$ cat config.mk
export PLATFORM = sky130hd
export DESIGN_NAME = ps2_keyboard_intr_src
export DESIGN_NICKNAME = d
export VERILOG_FILES = /design/src/rtl/ps2_keyboard_intr_src.sv
export SDC_FILE = /design/constraint.sdc
export NUM_CORES = 1
export LEC_CHECK = 0
export ABC_CLOCK_PERIOD_IN_PS = 3050
export CAP_MARGIN = 20
export CORE_MARGIN = 8
export CORE_UTILIZATION = 48
export DETAILED_ROUTE_END_ITERATION = 10
export DONT_BUFFER_PORTS = 1
export PLACE_DENSITY_LB_ADDON = 0.05
export SLEW_MARGIN = 10
export SYNTH_ARGS = -nofsm -noshare
export SYNTH_HDL_FRONTEND = slang
export SYNTH_SLANG_ARGS = --single-unit
$ cat constraint.sdc
create_clock -name clk -period 3.05 [get_ports clk]
set_clock_uncertainty 0.05 [all_clocks]
set_input_delay 0.915 -clock clk [delete_from_list [all_inputs] [get_ports clk]]
set_output_delay 0.915 -clock clk [all_outputs]
set_load 0.005 [all_outputs]
$ cat src/rtl/ps2_keyboard_intr_src.sv
// PS/2 keyboard receiver feeding a scan-code FIFO. Codes are dispatched as
// one-cycle keyboard_intr pulses, only while the trap handler reports idle.
module ps2_keyboard_intr_src #(
  parameter int FILTER_LEN     = 8,
  parameter int TIMEOUT_CYCLES = 100000,
  parameter int FIFO_DEPTH     = 4,
  parameter int HOLDOFF        = 4
) (
  input  logic                          clk,
  input  logic                          rst,
  input  logic                          ps2_clk,
  input  logic                          ps2_data,
  input  logic                          handler_idle,
  input  logic                          clr_status,
  output logic                          keyboard_intr,
  output logic [7:0]                    keyboard_data,
  output logic [$clog2(FIFO_DEPTH):0]   fifo_count,
  output logic                          frame_err,
  output logic                          overflow
);
  localparam int AW = $clog2(FIFO_DEPTH);
  localparam int FW = $clog2(FILTER_LEN + 1);
  localparam int TW = $clog2(TIMEOUT_CYCLES + 1);
  localparam int HW = (HOLDOFF > 0) ? $clog2(HOLDOFF + 1) : 1;

  typedef enum logic [1:0] {IDLE, DATA, PARITY, STOP} state_t;

  logic [1:0]    clk_sync, data_sync;
  logic          clk_s, data_s;
  logic          filt, filt_prev, fall;
  logic [FW-1:0] filt_cnt;
  logic [TW-1:0] to_cnt;
  state_t        state_q, state_d;
  logic [7:0]    sr;
  logic [2:0]    bit_cnt;
  logic          par_q, push_q;
  logic          shift_en, cap_par, frame_ok, frame_bad, timeout;
  logic [7:0]    mem [FIFO_DEPTH];
  logic [AW-1:0] wptr, rptr;
  logic          ready_q, issue, push_drop;
  logic [HW-1:0] holdoff_cnt;

  assign clk_s  = clk_sync[1];
  assign data_s = data_sync[1];
  assign fall   = filt_prev & ~filt;

  always_ff @(posedge clk or posedge rst) begin
    if (rst) begin
      clk_sync  <= 2'b11;
      data_sync <= 2'b11;
      filt      <= 1'b1;
      filt_prev <= 1'b1;
      filt_cnt  <= '0;
    end else begin
      clk_sync  <= {clk_sync[0], ps2_clk};
      data_sync <= {data_sync[0], ps2_data};
      filt_prev <= filt;
      if (clk_s == filt) begin
        filt_cnt <= '0;
      end else if (filt_cnt == FW'(FILTER_LEN - 1)) begin
        filt     <= clk_s;
        filt_cnt <= '0;
      end else begin
        filt_cnt <= filt_cnt + 1'b1;
      end
    end
  end

  assign timeout = (state_q != IDLE) && !fall && (to_cnt == TW'(TIMEOUT_CYCLES));

  always_comb begin
    state_d   = state_q;
    shift_en  = 1'b0;
    cap_par   = 1'b0;
    frame_ok  = 1'b0;
    frame_bad = 1'b0;
    case (state_q)
      IDLE:   if (fall && !data_s) state_d = DATA;
      DATA:   if (fall) begin
                shift_en = 1'b1;
                if (bit_cnt == 3'd7) state_d = PARITY;
              end
      PARITY: if (fall) begin
                cap_par = 1'b1;
                state_d = STOP;
              end
      STOP:   if (fall) begin
                // Odd parity over the data byte plus the parity bit.
                if (data_s && ^{sr, par_q}) frame_ok = 1'b1;
                else frame_bad = 1'b1;
                state_d = IDLE;
              end
      default: state_d = IDLE;
    endcase
    if (timeout) begin
      state_d   = IDLE;
      frame_bad = 1'b1;
    end
  end

  always_ff @(posedge clk or posedge rst) begin
    if (rst) begin
      state_q <= IDLE;
      sr      <= '0;
      bit_cnt <= '0;
      par_q   <= 1'b0;
      push_q  <= 1'b0;
      to_cnt  <= '0;
    end else begin
      state_q <= state_d;
      push_q  <= frame_ok;
      if (state_q == IDLE) bit_cnt <= '0;
      if (shift_en) begin
        sr      <= {data_s, sr[7:1]};
        bit_cnt <= bit_cnt + 1'b1;
      end
      if (cap_par) par_q <= data_s;
      if (state_q == IDLE || fall) to_cnt <= '0;
      else if (to_cnt != TW'(TIMEOUT_CYCLES)) to_cnt <= to_cnt + 1'b1;
    end
  end

  assign issue     = (fifo_count != '0) && ready_q && (holdoff_cnt == '0) && !keyboard_intr;
  assign push_drop = push_q && (fifo_count == (AW+1)'(FIFO_DEPTH));

  always_ff @(posedge clk or posedge rst) begin
    if (rst) begin
      wptr          <= '0;
      rptr          <= '0;
      fifo_count    <= '0;
      ready_q       <= 1'b0;
      holdoff_cnt   <= '0;
      keyboard_intr <= 1'b0;
      keyboard_data <= 8'h00;
      frame_err     <= 1'b0;
      overflow      <= 1'b0;
    end else begin
      ready_q       <= handler_idle;
      keyboard_intr <= issue;
      if (push_q && !push_drop) begin
        mem[wptr] <= sr;
        wptr      <= wptr + 1'b1;
      end
      if (issue) begin
        keyboard_data <= mem[rptr];
        rptr          <= rptr + 1'b1;
        holdoff_cnt   <= HW'(HOLDOFF);
      end else if (holdoff_cnt != '0) begin
        holdoff_cnt <= holdoff_cnt - 1'b1;
      end
      fifo_count <= fifo_count + {{AW{1'b0}}, (push_q && !push_drop)} - {{AW{1'b0}}, issue};
      if (frame_bad)       frame_err <= 1'b1;
      else if (clr_status) frame_err <= 1'b0;
      if (push_drop)       overflow  <= 1'b1;
      else if (clr_status) overflow  <= 1'b0;
    end
  end
endmodule

==> qor.csv <==
metric;value;unit
status;complete, no violations;
layout_min_cycle_time;2259;ps
powerDensity;778.4;nW/um^2
ff_latch_area;2570;um^2
mostFrequentLayoutCell;dfrtp_1;
antenna_found_initial;0;
cts_buffers;9;
coreArea;8551;um^2
yosysTopAreaCellShare;0.3487;
hold_class;flip-flop to flip-flop;
io_buffers;0;
ys_ff_latch;96;
timing.rr.start;holdoff_cnt[0];
dieArea;11910;um^2
worst_setup_path_start_kind;flip-flop;
cts_resized;0;
min_path_cells;0;
grt_pass1_wl;10.93;mm
gr-usage-all-layers;0.1188;
finalHoldViolations;0;
maxSlewHeadroom;0.6069;
worst_ep_required_time;3240;ps
hold_ws;311.9;ps
period_share;0.7406;
hold_start;clk_sync[0];
synth_edf_count;32;
use_met2;0.1854;
dr.pass1.iters;4;
drive_gt1_frac;0.1815;
maxCapViolCount;0;
num_antenna_cells;0;
totalNegativeSetupSlack;0;ps
clk_pin_slew_worst_paths;100;ps
initial_core_util;0.4868;
maxSlewViolCount;0;
h-tree-depth;3;
avgSynthCellArea;13.69;um^2
dpl.hpwl;4.374;mm
crit_chain;inv_1 -> ha_1 -> nor2b_2 -> nor4bb_4 -> ha_1 -> inv_1 -> ha_1 -> fa_1 -> xnor2_1;
cts_sinks;96;
critPathMaxFanout;5;
drc_errors;0;
crit_top_cell;ha_1;
dieHeight;109.1;um
endpoint_kind;flip-flop;
root_buffer;clkbuf_8;
cp_slowest_cell;dfrtp_1;
reg2regPathDepth;9;
first_iter_violations;52;
worst_hold_path.endpoint;clk_sync[1];
clk_path_buf_depth;2;
worst-setup-path-type;flip-flop to flip-flop;
ys_warn_count;0;
r2r_slack;790;ps
r2r-end;fifo_count[2];
nets;334;
syn_to_final_growth;8.566;%
grt_pass1_vias;2186;
worst_ep_arrival_time;2450;ps
synth_area_leader_cell;dfrtp_1;
synthesis.nets;329;
syn_inst;304;
wl;6.483;mm
fmax;0.4427;GHz
place.gp.congestion;0.7768;
grt_max_degree;45;
synth_area_leaders;dfrtp_1, edfxtp_1, ha_1, mux2_2, mux4_2;
ant_nets;0;
clk_latency;350;ps
leakagePower;1.919;nW
seq_area_frac_synth;0.6174;
fillers;728;
layout_common_cells;dfrtp_1, edfxtp_1, nor2_1;
top_usage_layer;met2;
vias_per_cell;5.161;
pin_count;20;
grtUsageMet3;0.02600;
tightest_slew;589.6;ps
wl_per_cell;15.36;um
slowest_delay;400;ps
rsz0062_at_grt;no;
async_flop_share;0.6667;
ys.flop_type;dfrtp_1;
syn-cell-area;4163;um^2
setup_viol;0;
multi_input_area;1493;um^2
route.vias.total;2178;
ys_types;42;
rows;34;
cts_tree;done;
grt_use_met1;0.1570;
hold_buffers;0;
peakVddDrop;0.5271;mV
grt.overflow.total;0;
postCtsSetupBuffers;0;
die_w;109.1;um
==> flip-flops by register name, summed over array words and instances, names as in the netlist <==
register       flops
bit_cnt            3
clk_sync           2
data_sync          2
fifo_count         3
filt               1
filt_cnt           4
filt_prev          1
frame_err          1
holdoff_cnt        3
keyboard_data      8
keyboard_intr      1
mem               32
overflow           1
par_q              1
push_q             1
ready_q            1
rptr               2
sr                 8
state_q            2
to_cnt            17
wptr               2
==> worst max-delay path: cells and delay by family (launching register included) <==
family	cells	cell delay (ps)
XOR/XNOR	1	130
AND/OR/NAND/NOR	2	570
buffers and inverters	2	130
flip-flops	1	400
adder cells (fa/ha/maj)	4	880
==> stage by stage <==
step	power (W)	setup slack, ps	util	area [um^2]	instances
6_report	0.003518	791.0	0.5285	4519	422
5_1_grt	0.003763	622.9	0.5285	4519	422
4_1_cts	0.003581	774.4	0.5285	4519	422
3_5_place_dp	0.002649	809.2	0.5020	4293	406
3_3_place_gp	0.002633	846.1	0.5020	4293	406
2_1_floorplan	0.002457	496.8	-	4163	304
==> synthesized netlist by cell type (5+ instances only) <==
| library cell | number |
|---|---|
| dfrtp_1 | 58 |
| nand2_1 | 16 |
| mux2_2 | 17 |
| nor2_1 | 26 |
| dfstp_2 | 6 |
| edfxtp_1 | 32 |
| inv_1 | 16 |
| ha_1 | 18 |
| o21ai_0 | 5 |
| xnor2_1 | 15 |
| and2_1 | 6 |
| nand3_1 | 12 |
| xor2_1 | 13 |
| nand3b_1 | 5 |
| nor3_1 | 5 |
| mux4_2 | 8 |
==> cells by family after synthesis <==
group,after synthesis,synth area share
flip-flops,96,0.6174
adder cells (fa/ha/maj),19,0.05891
AO/OA/AOI/OAI,18,0.02585
buffers and inverters,25,0.02765
XOR/XNOR,29,0.06432
AND/OR/NAND/NOR,92,0.1166
multiplexers,25,0.08927
==> worst max path at each step <==
stage                         startpoint       endpoint  depth (start not counted)
after CTS                 holdoff_cnt[0]  fifo_count[2]                          9
after detailed placement  holdoff_cnt[0]  fifo_count[2]                          9
after global placement    holdoff_cnt[0]  fifo_count[2]                          9
after global routing      holdoff_cnt[0]  fifo_count[2]                          9
after floorplan                      rst     bit_cnt[0]                          1
final                     holdoff_cnt[0]  fifo_count[2]                          9
==> layer usage <==
metal  wire, um  vias up
li1           -     1065
met3        221        9
met5          0        -
met4         97        0
met2       2989       31
met1       3175     1073
==> where the power goes <==
| part | leakage, nW | switching, W | internal (W) |
|---|---|---|---|
| registers | 1.15 | 0.000237 | 0.00155 |
| clock network | 0.104 | 0.000455 | 0.000470 |
| logic | 0.669 | 0.000383 | 0.000422 |
| total | 1.92 | 0.00107 | 0.00244 |
==> layout make-up <==
| cell class | instances | area share |
|---|---|---|
| flip-flops and latches | 96 | 0.5687 |
| well taps | 108 | 0.02990 |
| multi-input cells | 183 | 0.3303 |
| clock buffers | 9 | 0.02741 |
| repair buffers | 3 | 0.007752 |
| inverters | 16 | 0.01329 |
| clock inverters | 7 | 0.02270 |
Note: power is estimated with default switching activity, not from simulation.
